$ cat config.mk
export PLATFORM = sky130hd
export DESIGN_NAME = fft_result_unloader
export DESIGN_NICKNAME = d
export VERILOG_FILES = /design/src/rtl/fft_result_unloader.sv
export SDC_FILE = /design/constraint.sdc
export NUM_CORES = 1
export LEC_CHECK = 0
export BUFFER_PORTS_ARGS = -buffer_cell sky130_fd_sc_hd__buf_2
export CORE_AREA = 10 10 146 148
export DETAILED_ROUTE_END_ITERATION = 10
export DIE_AREA = 0 0 156 158
export PLACE_DENSITY = 0.71
export SLEW_MARGIN = 20
export SYNTH_ARGS = -nofsm -noshare
export SYNTH_HDL_FRONTEND = slang
export SYNTH_SLANG_ARGS = --single-unit
export TNS_END_PERCENT = 20
$ cat constraint.sdc
create_clock -name clk -period 3.6 [get_ports clk]
set_input_delay 0.36 -clock clk [delete_from_list [all_inputs] [get_ports clk]]
set_output_delay 0.36 -clock clk [all_outputs]
set_load 0.005 [all_outputs]
$ cat src/rtl/fft_result_unloader.sv
// fft_result_unloader
//   Streams every bin of the FFT result RAM out on a valid/ready port once the
//   FFT core reports done. RAM reads have one cycle of latency. A 2-entry skid
//   FIFO absorbs that latency, and the FIFO head drives m_*. Each 32-bit
//   component is arithmetically right-shifted and saturated to OUT_WIDTH bits
//   as it is captured.
//
//   Optional build macro: FFT_UNLOAD_BITREV_EN
//     defined   : ram_rd_addr is the bit-reversal of the read counter, so a
//                 bit-reversed result buffer streams out in natural order.
//     undefined : ram_rd_addr equals the read counter.
//
// Ports
//   clk, rst_n      clock, asynchronous active-low reset
//   start           one-cycle pulse that begins an unload (ignored while busy)
//   shift[4:0]      right shift per component, sampled on start, clamped to 16
//   ram_rd_en/addr  RAM read strobe and address
//   ram_rd_data     {re, im}, valid the cycle after the read is issued
//   m_valid/ready   output handshake
//   m_re, m_im      scaled and saturated components
//   m_index, m_last natural bin index of the beat, and a flag for bin N-1
//   busy            high from start acceptance until the final handshake
//   unload_done     one-cycle pulse after the final handshake
module fft_result_unloader #(
  parameter int N          = 8192,
  parameter int ADDR_WIDTH = $clog2(N),
  parameter int COMP_WIDTH = 32,
  parameter int OUT_WIDTH  = 16
) (
  input  logic                    clk,
  input  logic                    rst_n,
  input  logic                    start,
  input  logic [4:0]              shift,
  output logic                    ram_rd_en,
  output logic [ADDR_WIDTH-1:0]   ram_rd_addr,
  input  logic [2*COMP_WIDTH-1:0] ram_rd_data,
  output logic                    m_valid,
  input  logic                    m_ready,
  output logic [OUT_WIDTH-1:0]    m_re,
  output logic [OUT_WIDTH-1:0]    m_im,
  output logic [ADDR_WIDTH-1:0]   m_index,
  output logic                    m_last,
  output logic                    busy,
  output logic                    unload_done
);

  typedef enum logic [1:0] {IDLE, RUN, DRAIN} state_t;

  localparam logic [ADDR_WIDTH-1:0] LAST_IDX = ADDR_WIDTH'(N - 1);

  // Saturation bounds, sign-extended to the component width.
  localparam logic signed [COMP_WIDTH-1:0] SAT_MAX =
    {{(COMP_WIDTH-OUT_WIDTH+1){1'b0}}, {(OUT_WIDTH-1){1'b1}}};
  localparam logic signed [COMP_WIDTH-1:0] SAT_MIN =
    {{(COMP_WIDTH-OUT_WIDTH+1){1'b1}}, {(OUT_WIDTH-1){1'b0}}};

  function automatic logic [OUT_WIDTH-1:0] scale_sat(
    input logic [COMP_WIDTH-1:0] c,
    input logic [4:0]            sh
  );
    logic signed [COMP_WIDTH-1:0] t;
    t = $signed(c) >>> sh;
    if (t > SAT_MAX)      scale_sat = SAT_MAX[OUT_WIDTH-1:0];
    else if (t < SAT_MIN) scale_sat = SAT_MIN[OUT_WIDTH-1:0];
    else                  scale_sat = t[OUT_WIDTH-1:0];
  endfunction

  // Control state
  state_t                state_q;
  logic                  busy_q;
  logic                  done_q;
  logic                  arm_q;
  logic [4:0]            shift_q;
  logic [ADDR_WIDTH-1:0] rd_cnt_q;
  logic                  inflight_q;
  logic [ADDR_WIDTH-1:0] idx_q;

  // Skid FIFO: entry 0 is the head that drives m_*
  logic [1:0]            occ_q, occ_d;
  logic [OUT_WIDTH-1:0]  e0_re_q, e0_im_q, e1_re_q, e1_im_q;
  logic [OUT_WIDTH-1:0]  e0_re_d, e0_im_d, e1_re_d, e1_im_d;

  logic                  pop, push, issue;
  logic [1:0]            outstanding;
  logic [OUT_WIDTH-1:0]  new_re, new_im;

  assign m_valid     = (occ_q != 2'd0);
  assign pop         = m_valid && m_ready;
  assign push        = inflight_q;
  assign outstanding = occ_q + {1'b0, inflight_q};

  // Two reads may be outstanding at once, counting FIFO entries and the read
  // in flight. A pop in the same cycle frees a slot. Counting that pop is what
  // keeps the stream at one beat per clock with only two entries.
  assign issue = (state_q == RUN) && arm_q && ((outstanding < 2'd2) || pop);

  assign ram_rd_en = issue;

`ifdef FFT_UNLOAD_BITREV_EN
  always_comb begin
    ram_rd_addr = '0;
    for (int b = 0; b < ADDR_WIDTH; b++) ram_rd_addr[b] = rd_cnt_q[ADDR_WIDTH-1-b];
  end
`else
  assign ram_rd_addr = rd_cnt_q;
`endif

  assign new_re = scale_sat(ram_rd_data[2*COMP_WIDTH-1:COMP_WIDTH], shift_q);
  assign new_im = scale_sat(ram_rd_data[COMP_WIDTH-1:0], shift_q);

  assign m_re        = e0_re_q;
  assign m_im        = e0_im_q;
  assign m_index     = idx_q;
  assign m_last      = (idx_q == LAST_IDX);
  assign busy        = busy_q;
  assign unload_done = done_q;

  // FSM and read/index counters.
  // The first read waits for one RUN cycle (arm_q). This gives a fixed
  // latency of three cycles from the start-sampling edge to the first m_valid.
  always_ff @(posedge clk or negedge rst_n) begin
    if (!rst_n) begin
      state_q    <= IDLE;
      busy_q     <= 1'b0;
      done_q     <= 1'b0;
      arm_q      <= 1'b0;
      shift_q    <= '0;
      rd_cnt_q   <= '0;
      inflight_q <= 1'b0;
      idx_q      <= '0;
    end else begin
      done_q     <= 1'b0;
      inflight_q <= issue;
      if (pop) idx_q <= idx_q + 1'b1;
      case (state_q)
        IDLE: begin
          if (start) begin
            state_q  <= RUN;
            busy_q   <= 1'b1;
            arm_q    <= 1'b0;
            shift_q  <= (shift > 5'd16) ? 5'd16 : shift;
            rd_cnt_q <= '0;
            idx_q    <= '0;
          end
        end
        RUN: begin
          arm_q <= 1'b1;
          if (issue) begin
            // The counter parks on N-1; no wrap.
            if (rd_cnt_q == LAST_IDX) state_q  <= DRAIN;
            else                      rd_cnt_q <= rd_cnt_q + 1'b1;
          end
        end
        DRAIN: begin
          if (pop && m_last) begin
            state_q  <= IDLE;
            busy_q   <= 1'b0;
            done_q   <= 1'b1;
            arm_q    <= 1'b0;
            rd_cnt_q <= '0;
          end
        end
        default: state_q <= IDLE;
      endcase
    end
  end

  // Skid FIFO next state. The credit rule guarantees no push while full
  // unless a pop happens in the same cycle.
  always_comb begin
    e0_re_d = e0_re_q;
    e0_im_d = e0_im_q;
    e1_re_d = e1_re_q;
    e1_im_d = e1_im_q;
    occ_d   = occ_q;
    case ({push, pop})
      2'b10: begin
        if (occ_q == 2'd0) begin
          e0_re_d = new_re;
          e0_im_d = new_im;
        end else begin
          e1_re_d = new_re;
          e1_im_d = new_im;
        end
        occ_d = occ_q + 2'd1;
      end
      2'b01: begin
        e0_re_d = e1_re_q;
        e0_im_d = e1_im_q;
        occ_d   = occ_q - 2'd1;
      end
      2'b11: begin
        if (occ_q == 2'd1) begin
          e0_re_d = new_re;
          e0_im_d = new_im;
        end else begin
          e0_re_d = e1_re_q;
          e0_im_d = e1_im_q;
          e1_re_d = new_re;
          e1_im_d = new_im;
        end
      end
      default: ;
    endcase
  end

  always_ff @(posedge clk or negedge rst_n) begin
    if (!rst_n) begin
      occ_q   <= '0;
      e0_re_q <= '0;
      e0_im_q <= '0;
      e1_re_q <= '0;
      e1_im_q <= '0;
    end else begin
      occ_q   <= occ_d;
      e0_re_q <= e0_re_d;
      e0_im_q <= e0_im_d;
      e1_re_q <= e1_re_d;
      e1_im_q <= e1_im_d;
    end
  end

endmodule
==> summary.txt, run 1 <==
Floorplan
  – FP Rows: 50
  – Die Area: 24650 µm²
  – I/O pin count: 136
  – DIE WIDTH: 156 µm
  – Die Span Y: 158 µm
  – Core area: 18460 µm²
  – Initial Utilization: 48.92%

Clock network
  – CTS root buf: clkbuf_16
  – CTS H-tree lvls: 3
  – Clk Latency, worst-skew pair: 360 ps
  – TritonCTS buffer count: 9
  – Clock tree buffer depth: 2
  – Clk pin slew, worst setup/hold paths: 70 ps
  – Clk sinks: 103
  – TritonCTS clock tree: done
  – Cts hold-fix bufs: 0

Pwr
  – Power Density: 623.4 nW/µm²
  – Peak VDD IR: 0.2834 mV
  – Net Sw Power: 2.845 mW
  – Proportion of power drawn by flip-flops and latches: 30.6%
  – Switch share: 44.32%
  – Clock group share of total power: 14.6%
  – Cell internal pwr: 3.575 mW
  – Lkg Pwr: 4.408 nW
  – Gate power share: 54.9%

Drt
  – Initial DRC Count: 658
  – Vias per cell: 6.297
  – WL per Instance: 20.90 µm
  – DR top layer: met4
  – Routed wl met3: 1994 µm
  – DRT met1 WL: 13800 µm
  – Met2 WL post-DR: 12310 µm
  – Antenna-violating nets left: 0
  – Remaining DRCs: 0
  – Final WL: 28490 µm
  – DRT Pass-1 Iters: 6
  – DR vias: 8583

STA
  – Fmax: 295.4 MHz
  – Final setup fails: 0
  – RSZ-0062 raised after global routing: false
  – Least-Margin Pin Slew: 739.8 ps
  – Final-report hold violation count: 0
  – Fin crit period: 3385 ps
  – Max Transition Viols Final: 0
  – Final Cycle Share: 94.04%
  – Worst rel slew slack: 50.50%
  – Clk_skew: 14.06 ps
  – Final WS setup: 214.7 ps
  – Sum Neg Setup Slack: 0 ps
  – Min Hold Slack: 32.40 ps

Critical path
  – Kind of critical path: reg2reg
  – CP Cell Sequence: mux2_2 -> mux4_2 -> or3_1 -> a221oi_2 -> a41oi_2 -> buf_4 -> a211oi_2 -> o21ai_1
  – Required time of the critical path: 3830 ps
  – Worst path arrival time: 3620 ps
  – Peak per-stage delay on the critical path: 570 ps
  – Top delay family on crit path: compound AO/OA/AOI/OAI gates
  – CP Launch Type: flip-flop
  – Endpoint class of the critical path: flip-flop
  – Slowest cell on crit path: mux4_2
  – Worst Path Max Fanout: 12
  – Buf+Inv Stages, Crit Path: 1

GRT
  – Largest net degree at the start of global routing: 80
  – Vias in the first global route: 8052
  – Global route overflow: 0
  – Initial antenna violation count: 1
  – Gr usage total: 22.74%
  – First-pass GRT wire length: 45430 µm

Yosys
  – Post-synthesis mux area share: 22.60%
  – Synth unique cells: 90
  – Mapped Area: 9029 µm²
  – Synth area leader: dfrtp_1
  – Syn_area_per_cell: 8.904 µm²
  – Synth Area in XOR/XNOR: 1.455%
  – Top cells by count, synth: nand2_1 (112), dfrtp_1 (103), nor2_1 (101), mux2i_1 (67), o21ai_0 (58)
  – Synth Area in Adders: 0.9701%
  – Largest family of logic cells by synthesized area: compound AO/OA/AOI/OAI gates
  – Yosys top cell area share: 28.55%
  – Synth Register Bits: 103
  – Synth Warn #: 0
  – Area fraction in compound gates after synthesis: 24.36%
  – Async SR Flop Fraction: 100.0%
  – Count leader, synth: nand2_1
  – Synth top area cells: dfrtp_1 (29%), mux4_2 (9.2%), mux2i_1 (7.4%)
  – Mapped Cells: 1014
  – Simple-Gate Fraction of Synth Area: 16.60%
  – Register area share after synthesis: 28.55%
  – Number of flops mapped to enable cells by yosys: 0
  – Synth Flop Type: dfrtp_1
  – Synth Net Count: 1094

Placed design
  – Place WS: 141.6 ps
  – Gpl congestion: 1.014
  – Port bufs: 135
  – DPL Wire Length: 21760 µm

Worst hold path
  – Worst Hold Class: in2async

Cells and area
  – Fraction of layout cells with a size suffix above 1: 28.90%
  – Area growth from synthesis to layout: 14.07%
  – # fillers: 1684
  – Layout Nets: 1203

Status
  – Outcome: finished, final reports clean

Job
  – Max Cap Viol: 0
-- state kept, by name, summed over array words and instances (netlist names) --
name / cells
m_re: 16
unload_done: 1
state_q: 2
e1_im_q: 16
arm_q: 1
inflight_q: 1
m_index: 13
e1_re_q: 16
shift_q: 5
ram_rd_addr: 13
occ_q: 2
busy: 1
m_im: 16
-- metal layers --
| layer | global-route usage (%) | vias to the layer above |
|---|---|---|
| met3 | 4.478 | 27 |
| met2 | 33.09 | 329 |
| met1 | 33.76 | 4179 |
| li1 | - | 4048 |
| met5 | 0 | - |
| met4 | 5.216 | 0 |
-- repair_timing --
item / in CTS / in global routing
gates resized for setup: 0 / 7
setup endpoints to repair: 0 / 9
setup buffers: 0 / 1
-- layout by cell type, fill, tap and decap left out, drive strengths merged, types with 5 or more instances in the layout --
| cell | count |
|---|---|
| buf | 179 |
| nand2 | 112 |
| dfrtp | 103 |
| nor2 | 102 |
| o21ai | 96 |
| mux2i | 67 |
| a21oi | 55 |
| mux2 | 47 |
| mux4 | 37 |
| a22oi | 27 |
| a211oi | 23 |
| inv | 19 |
| o31ai | 17 |
| nand2b | 16 |
| nand3 | 16 |
| o211ai | 16 |
| o22ai | 12 |
| nand4 | 11 |
| a22o | 11 |
| clkbuf | 10 |
| nor3 | 9 |
| xor2 | 8 |
| or2 | 8 |
| xnor2 | 7 |
| a31oi | 7 |
| ha | 7 |
| clkinv | 7 |
| and3 | 6 |
| and2 | 6 |
| nor2b | 6 |
| a311oi | 6 |
| nor4 | 5 |
-- through the flow --
stage | total power [mW] | cells | utilization, % | area, µm²
final | 6.420 | 1363 | 55.80 | 10300
after global routing | 6.899 | 1363 | 55.80 | 10300
after CTS | 6.398 | 1361 | 55.55 | 10250
after detailed placement | 5.448 | 1345 | 54.03 | 9972
after global placement | 5.388 | 1345 | 54.03 | 9972
after floorplan | 4.241 | 1014 | - | 9029
-- power groups by stage --
stage / Clock, mW / Combinational, mW / Sequential (mW)
2_1_floorplan: 0 / 2.33 / 1.91
4_1_cts: 0.952 / 3.49 / 1.96
5_1_grt: 1.01 / 3.87 / 2.02
6_report: 0.935 / 3.52 / 1.96
3_5_place_dp: 0 / 3.46 / 1.98
3_3_place_gp: 0 / 3.42 / 1.97
-- worst paths after layout --
path	from	end	slack (ps)	cells after the start
max reg2reg	shift_q[1]	m_im[11]	210	8
max in group asynchronous	rst_n	busy	2870	2
min reg2reg	m_re[15]	m_re[15]	480	2
min in group clk	shift[3]	shift_q[3]	260	3
min	rst_n	m_im[5]	30	1
max	shift_q[1]	m_im[11]	210	8
-- final cells by class --
cell class | count | area (µm²) | area share (%)
Clock buffer | 9 | 225.2 | 2.187
Multi-Input combinational cell | 809 | 6000 | 58.26
Inverter | 20 | 75.07 | 0.7290
Sequential cell | 103 | 2585 | 25.10
Clock inverter | 7 | 55.05 | 0.5346
Antenna cell | 1 | 2.502 | 0.02430
Timing Repair Buffer | 180 | 1064 | 10.33
Tap cell | 234 | 292.8 | 2.843
-- logic make-up (layout without fill, tap and decap cells) --
| kind of cell | count (synthesis) | after routing |
|---|---|---|
| buffers and inverters | 102 | 216 |
| AO/OA/AOI/OAI | 320 | 320 |
| AND/OR/NAND/NOR | 316 | 316 |
| other | 0 | 1 |
| XOR/XNOR | 15 | 15 |
| multiplexers | 151 | 151 |
| flip-flops | 103 | 103 |
| adder cells (fa/ha/maj) | 7 | 7 |
Power figures use the tool's default switching activity.
==> run 2: changes to the inputs <==
--- a/config.mk
+++ b/config.mk
@@ -11,4 +11,5 @@
 export DIE_AREA = 0 0 156 158
 export PLACE_DENSITY = 0.71
+export RECOVER_POWER = 100
 export SLEW_MARGIN = 20
 export SYNTH_ARGS = -nofsm -noshare
==> constraint.sdc (replaced) <==
create_clock -name clk -period 3.6 [get_ports clk]
set_input_delay 0.54 -clock clk [delete_from_list [all_inputs] [get_ports clk]]
set_output_delay 0.54 -clock clk [all_outputs]
set_load 0.005 [all_outputs]
==> summary.txt, run 2 (synthesis results as in run 1) <==
Cells and area
  – Fraction of layout cells with a size suffix above 1: 22.98%
  – Commonest cells after routing, fill and taps aside: nand2_1 (112), nor2_1 (101), dfrtp_1 (99)
  – Layout Nets: 1202
  – Most common cell after layout, fill and taps aside: nand2_1
  – Antenna diodes: 0
  – # fillers: 1708
  – Area growth from synthesis to layout: 13.17%

Critical path
  – Worst Path Max Fanout: 54
  – Endpoint class of the critical path: flip-flop
  – CP Cell Sequence: buf_12 -> buf_4 -> mux2_1 -> mux2i_1 -> o211ai_1 -> o211ai_1 -> or4_4 -> nor2_4 -> o221ai_1 -> a22oi_1
  – Top delay family on crit path: simple AND/OR/NAND/NOR gates
  – Buf+Inv Stages, Crit Path: 2
  – Required time of the critical path: 3850 ps
  – Slowest cell on crit path: or4_4
  – Peak per-stage delay on the critical path: 610 ps
  – CP Launch Type: flip-flop
  – Top cell by count, worst path: o211ai_1
  – Kind of critical path: reg2reg
  – Worst path arrival time: 3680 ps

Floorplan
  – Die Span Y: 158 µm
  – FP Rows: 50
  – Core area: 18460 µm²
  – Die Area: 24650 µm²
  – DIE WIDTH: 156 µm
  – Initial Utilization: 48.92%
  – I/O pin count: 136

Pwr
  – Lkg Pwr: 4.180 nW
  – Peak VDD IR: 0.3122 mV
  – Power Density: 626.0 nW/µm²
  – Design Power: 6.396 mW

STA
  – Fin crit period: 3428 ps
  – Worst rel slew slack: -1.038%
  – Sum Neg Setup Slack: 0 ps
  – Clk_skew: 10.89 ps
  – Final Cycle Share: 95.22%
  – Final-report hold violation count: 0
  – Least-Margin Pin Slew: 1516 ps
  – Max Transition Viols Final: 59
  – Final setup fails: 0
  – RSZ-0062 raised after global routing: false
  – Fmax: 291.7 MHz

Drt
  – DRT Pass-1 Iters: 5
  – WL per Instance: 20.52 µm
  – Remaining DRCs: 0
  – Initial DRC Count: 821
  – DR vias: 8584
  – Vias per cell: 6.307
  – Final WL: 27920 µm
  – Antenna-violating nets left: 0

GRT
  – Global route overflow: 0
  – Gr usage total: 22.18%
  – Vias in the first global route: 8169
  – Largest net degree at the start of global routing: 59
  – First-pass GRT wire length: 44830 µm
  – Initial antenna violation count: 0

Clock network
  – Clk sinks: 103
  – Clock tree buffer depth: 2
  – Clk Latency, worst-skew pair: 350 ps
  – CTS H-tree lvls: 3
  – TritonCTS clock tree: done
  – Clk pin slew, worst setup/hold paths: 80 ps
  – CTS root buf: clkbuf_16
  – Cts hold-fix bufs: 0
  – TritonCTS buffer count: 9

Status
  – Failing checks: capacitance limit, slew limit
  – Outcome: finished with violations

Placed design
  – Port bufs: 135
  – Gpl congestion: 1.013
  – DPL Wire Length: 21000 µm

Job
  – Max Cap Viol: 1

Worst hold path
  – Worst Hold Class: in2reg
-- run 2: changes by cell type in the layout (fill, tap and decap cells not counted), sizes merged --
cell | before | now
diode | 1 | 0
buf | 179 | 113
clkinv | 7 | 5
clkbuf | 10 | 76
bufinv | 0 | 1
-- run 2: final timing paths --
path | slack, ps | startpoint | to | cells past startpoint
setup reg to reg | 170 | shift_q[1] | m_im[14] | 10
setup / recovery | 170 | shift_q[1] | m_im[14] | 10
hold reg to reg | 480 | e1_re_q[11] | e1_re_q[11] | 2
hold / removal | 430 | shift[2] | shift_q[2] | 3
max in group asynchronous | 1190 | rst_n | e1_re_q[7] | 2
min in group asynchronous | 560 | rst_n | m_im[5] | 1
-- run 2: stage by stage --
| stage | util (%) | cells | hold slack [ps] | setup WS, ps | area (µm²) |
|---|---|---|---|---|---|
| 3_3_place_gp | 54.13 | 1344 | 457.3 | 172.1 | 9990 |
| 6_report | 55.36 | 1361 | 429.3 | 172.1 | 10220 |
| 2_1_floorplan | - | 1014 | 244.4 | 686.1 | 9029 |
| 4_1_cts | 55.83 | 1360 | 293.6 | 137.8 | 10300 |
| 5_1_grt | 55.36 | 1361 | 442.2 | 45.25 | 10220 |
| 3_5_place_dp | 54.13 | 1344 | 466.1 | 154.2 | 9990 |
-- run 2: per-layer routing --
metal  track usage, %  share of wire, %
met1            32.34                47
met2            32.46                43
met3            4.803               7.9
met4            5.576               1.9
met5                0                 0
-- run 2: worst reg2reg max path, cell delays in order (launching register included) --
cell      delay, ps
dfrtp_4         560
buf_12          330
buf_4           360
mux2_1          220
mux2i_1          80
o211ai_1        310
o211ai_1        160
or4_4           610
nor2_4          290
o221ai_1        220
a22oi_1         200
-- run 2: cell type report --
type                            count  area, µm²  share of cell area [%]
Clock inverter                      6      75.07                  0.7348
Multi-Input combinational cell    809       5988                   58.61
Tap cell                          234      292.8                   2.866
Inverter                           20      75.07                  0.7348
Sequential cell                   103       2585                   25.30
Clock buffer                       10      239.0                   2.339
Timing Repair Buffer              179      962.2                   9.417
-- run 2: timing repair --
| item | in CTS | in global routing |
|---|---|---|
| buffers inserted | 0 | 1 |
| setup endpoints to repair | 0 | 39 |
| gates resized for setup | 0 | 7 |
-- run 2: power breakdown --
part	internal, mW	total [mW]	switching (mW)
combinational	1.37	3.39	2.02
clock	0.569	1.04	0.467
sequential	1.63	1.98	0.346
==> run 3: changes to the inputs <==
BUFFER_PORTS_ARGS = default   (was -buffer_cell sky130_fd_sc_hd__buf_2)
CORE_AREA = 10 10 140 154   (was 10 10 146 148)
DIE_AREA = 0 0 150 164   (was 0 0 156 158)
DONT_BUFFER_PORTS = 1   (was default)
PLACE_DENSITY = 0.65   (was 0.71)
==> summary.txt, run 3 (synthesis results as in run 1) <==
Pwr
  – Design Power: 6.075 mW
  – Proportion of power drawn by flip-flops and latches: 33.8%
  – Net Sw Power: 2.684 mW
  – Power Density: 630.7 nW/µm²
  – Peak VDD IR: 0.2679 mV
  – Clock group share of total power: 15.6%
  – Gate power share: 50.6%
  – Cell internal pwr: 3.391 mW
  – Switch share: 44.18%
  – Lkg Pwr: 3.846 nW

Clock network
  – Setup Fix Bufs, Post-CTS: 0
  – Clock tree buffer depth: 2
  – Clk pin slew, worst setup/hold paths: 70 ps
  – CTS root buf: clkbuf_16
  – Clk Latency, worst-skew pair: 350 ps
  – TritonCTS buffer count: 9
  – TritonCTS clock tree: done
  – CTS H-tree lvls: 3
  – Clk sinks: 103

Critical path
  – R2r startpoint: shift_q[1]
  – Worst Setup SP: shift_q[1]
  – Required time of the critical path: 3820 ps
  – Endpoint class of the critical path: flip-flop
  – Worst path arrival time: 3670 ps
  – Kind of critical path: reg2reg
  – Worst Path Max Fanout: 56
  – CP Launch Type: flip-flop

Status
  – Failing checks: capacitance limit, slew limit
  – Outcome: finished with violations

Cells and area
  – Layout Nets: 1069
  – Multi-input gate area: 5974 µm²
  – # fillers: 1729
  – Register area: 2585 µm²
  – Commonest cells after routing, fill and taps aside: nand2_1 (112), nor2_1 (101), dfrtp_1 (99)
  – Most common cell after layout, fill and taps aside: nand2_1
  – Fraction of layout cells with a size suffix above 1: 18.71%
  – Area growth from synthesis to layout: 6.680%
  – Final std cells w/o fill: 1237
  – Antenna diodes: 0

GRT
  – Gr usage total: 21.74%
  – Global route overflow: 0
  – Vias in the first global route: 7598
  – First-pass GRT wire length: 43380 µm
  – Initial antenna violation count: 0
  – Largest net degree at the start of global routing: 104

STA
  – Least-Margin Pin Slew: 2507 ps
  – Sum Neg Setup Slack: 0 ps
  – Min Hold Slack: 325.1 ps
  – Max Transition Viols Final: 104
  – Fin crit period: 3452 ps
  – Final Cycle Share: 95.89%
  – Final setup fails: 0
  – RSZ-0062 raised after global routing: false
  – Worst rel slew slack: -67.13%
  – Final-report hold violation count: 0
  – Clk_skew: 10.24 ps
  – Fmax: 289.7 MHz

Placed design
  – DPL Wire Length: 20850 µm
  – Placed instance count: 1220
  – Gpl congestion: 1.008
  – Port bufs: 0

Drt
  – Remaining DRCs: 0
  – DRT Pass-1 Iters: 5
  – Vias per cell: 6.428
  – DR vias: 7951
  – WL per Instance: 21.92 µm
  – Initial DRC Count: 779
  – Antenna-violating nets left: 0
  – Final WL: 27110 µm

Floorplan
  – FP Rows: 52
  – DIE WIDTH: 150 µm
  – Die Span Y: 164 µm
  – Die Area: 24600 µm²
  – Initial Utilization: 49.21%
  – Core area: 18350 µm²
  – I/O pin count: 136

Job
  – Max Cap Viol: 1

Worst hold path
  – Hold_sp: shift[4]
  – Worst Hold Class: in2reg
==> run 3: power groups by stage <==
stage / Sequential, mW / Clock (mW) / Combinational, mW
floorplan: 1.91 / 0 / 2.33
CTS: 2.07 / 0.968 / 3.12
global route: 2.14 / 1.03 / 3.41
finish: 2.06 / 0.947 / 3.07
global placement: 2.08 / 0 / 3.05
detailed placement: 2.10 / 0 / 3.08
==> run 3: stage by stage <==
step	setup slack, ps	utilization (%)	area (µm²)
floorplan	686.1	-	9029
global placement	267.5	50.96	9350
detailed placement	226.6	50.96	9350
CTS	200.6	52.71	9671
global route	22.57	52.50	9632
finish	148.1	52.50	9632
==> run 3: final cells by class <==
type                       count  area share, %
multi-input combinational    809          62.03
sequential                   103          26.84
inverter                      20         0.7794
clock inverter                 6         0.5586
tap                          243          3.157
timing repair buffer          46          4.157
clock buffer                  10          2.481
==> run 3: timing repair <==
action,4_1_cts,5_1_grt
hold buffers,1,0
gates resized for setup,0,6
setup endpoints to repair,0,8
hold endpoints to repair,103,0
==> run 3: worst paths after layout <==
| kind | slack, ps | endpoint | cells past startpoint |
|---|---|---|---|
| worst max-delay path | 150 | e1_re_q[7] | 9 |
| worst min-delay path | 330 | shift_q[4] | 2 |
| worst max register to register | 150 | e1_re_q[7] | 9 |
| worst min register to register | 480 | e1_re_q[7] | 2 |
| max in group asynchronous | 870 | shift_q[1] | 1 |
| min in group asynchronous | 970 | m_re[14] | 1 |
==> run 3: critical path, stage by stage, from the launching register on <==
cell and delay (ps):
dfrtp_4 560, buf_12 310, mux2i_2 380, mux2i_1 190, o221a_2 340, nor4b_1 400, o2111a_1 380, nand3_2 240
o21ai_0 380, o31ai_1 100
==> run 3: per-layer routing <==
layer  up-vias  wire length [µm]  track usage, %
met5         -                 0               0
li1       3778                 -               -
met1      3820             12200           31.06
met2       318             11870           31.59
met4         0               495           5.526
met3        35              2547           6.056
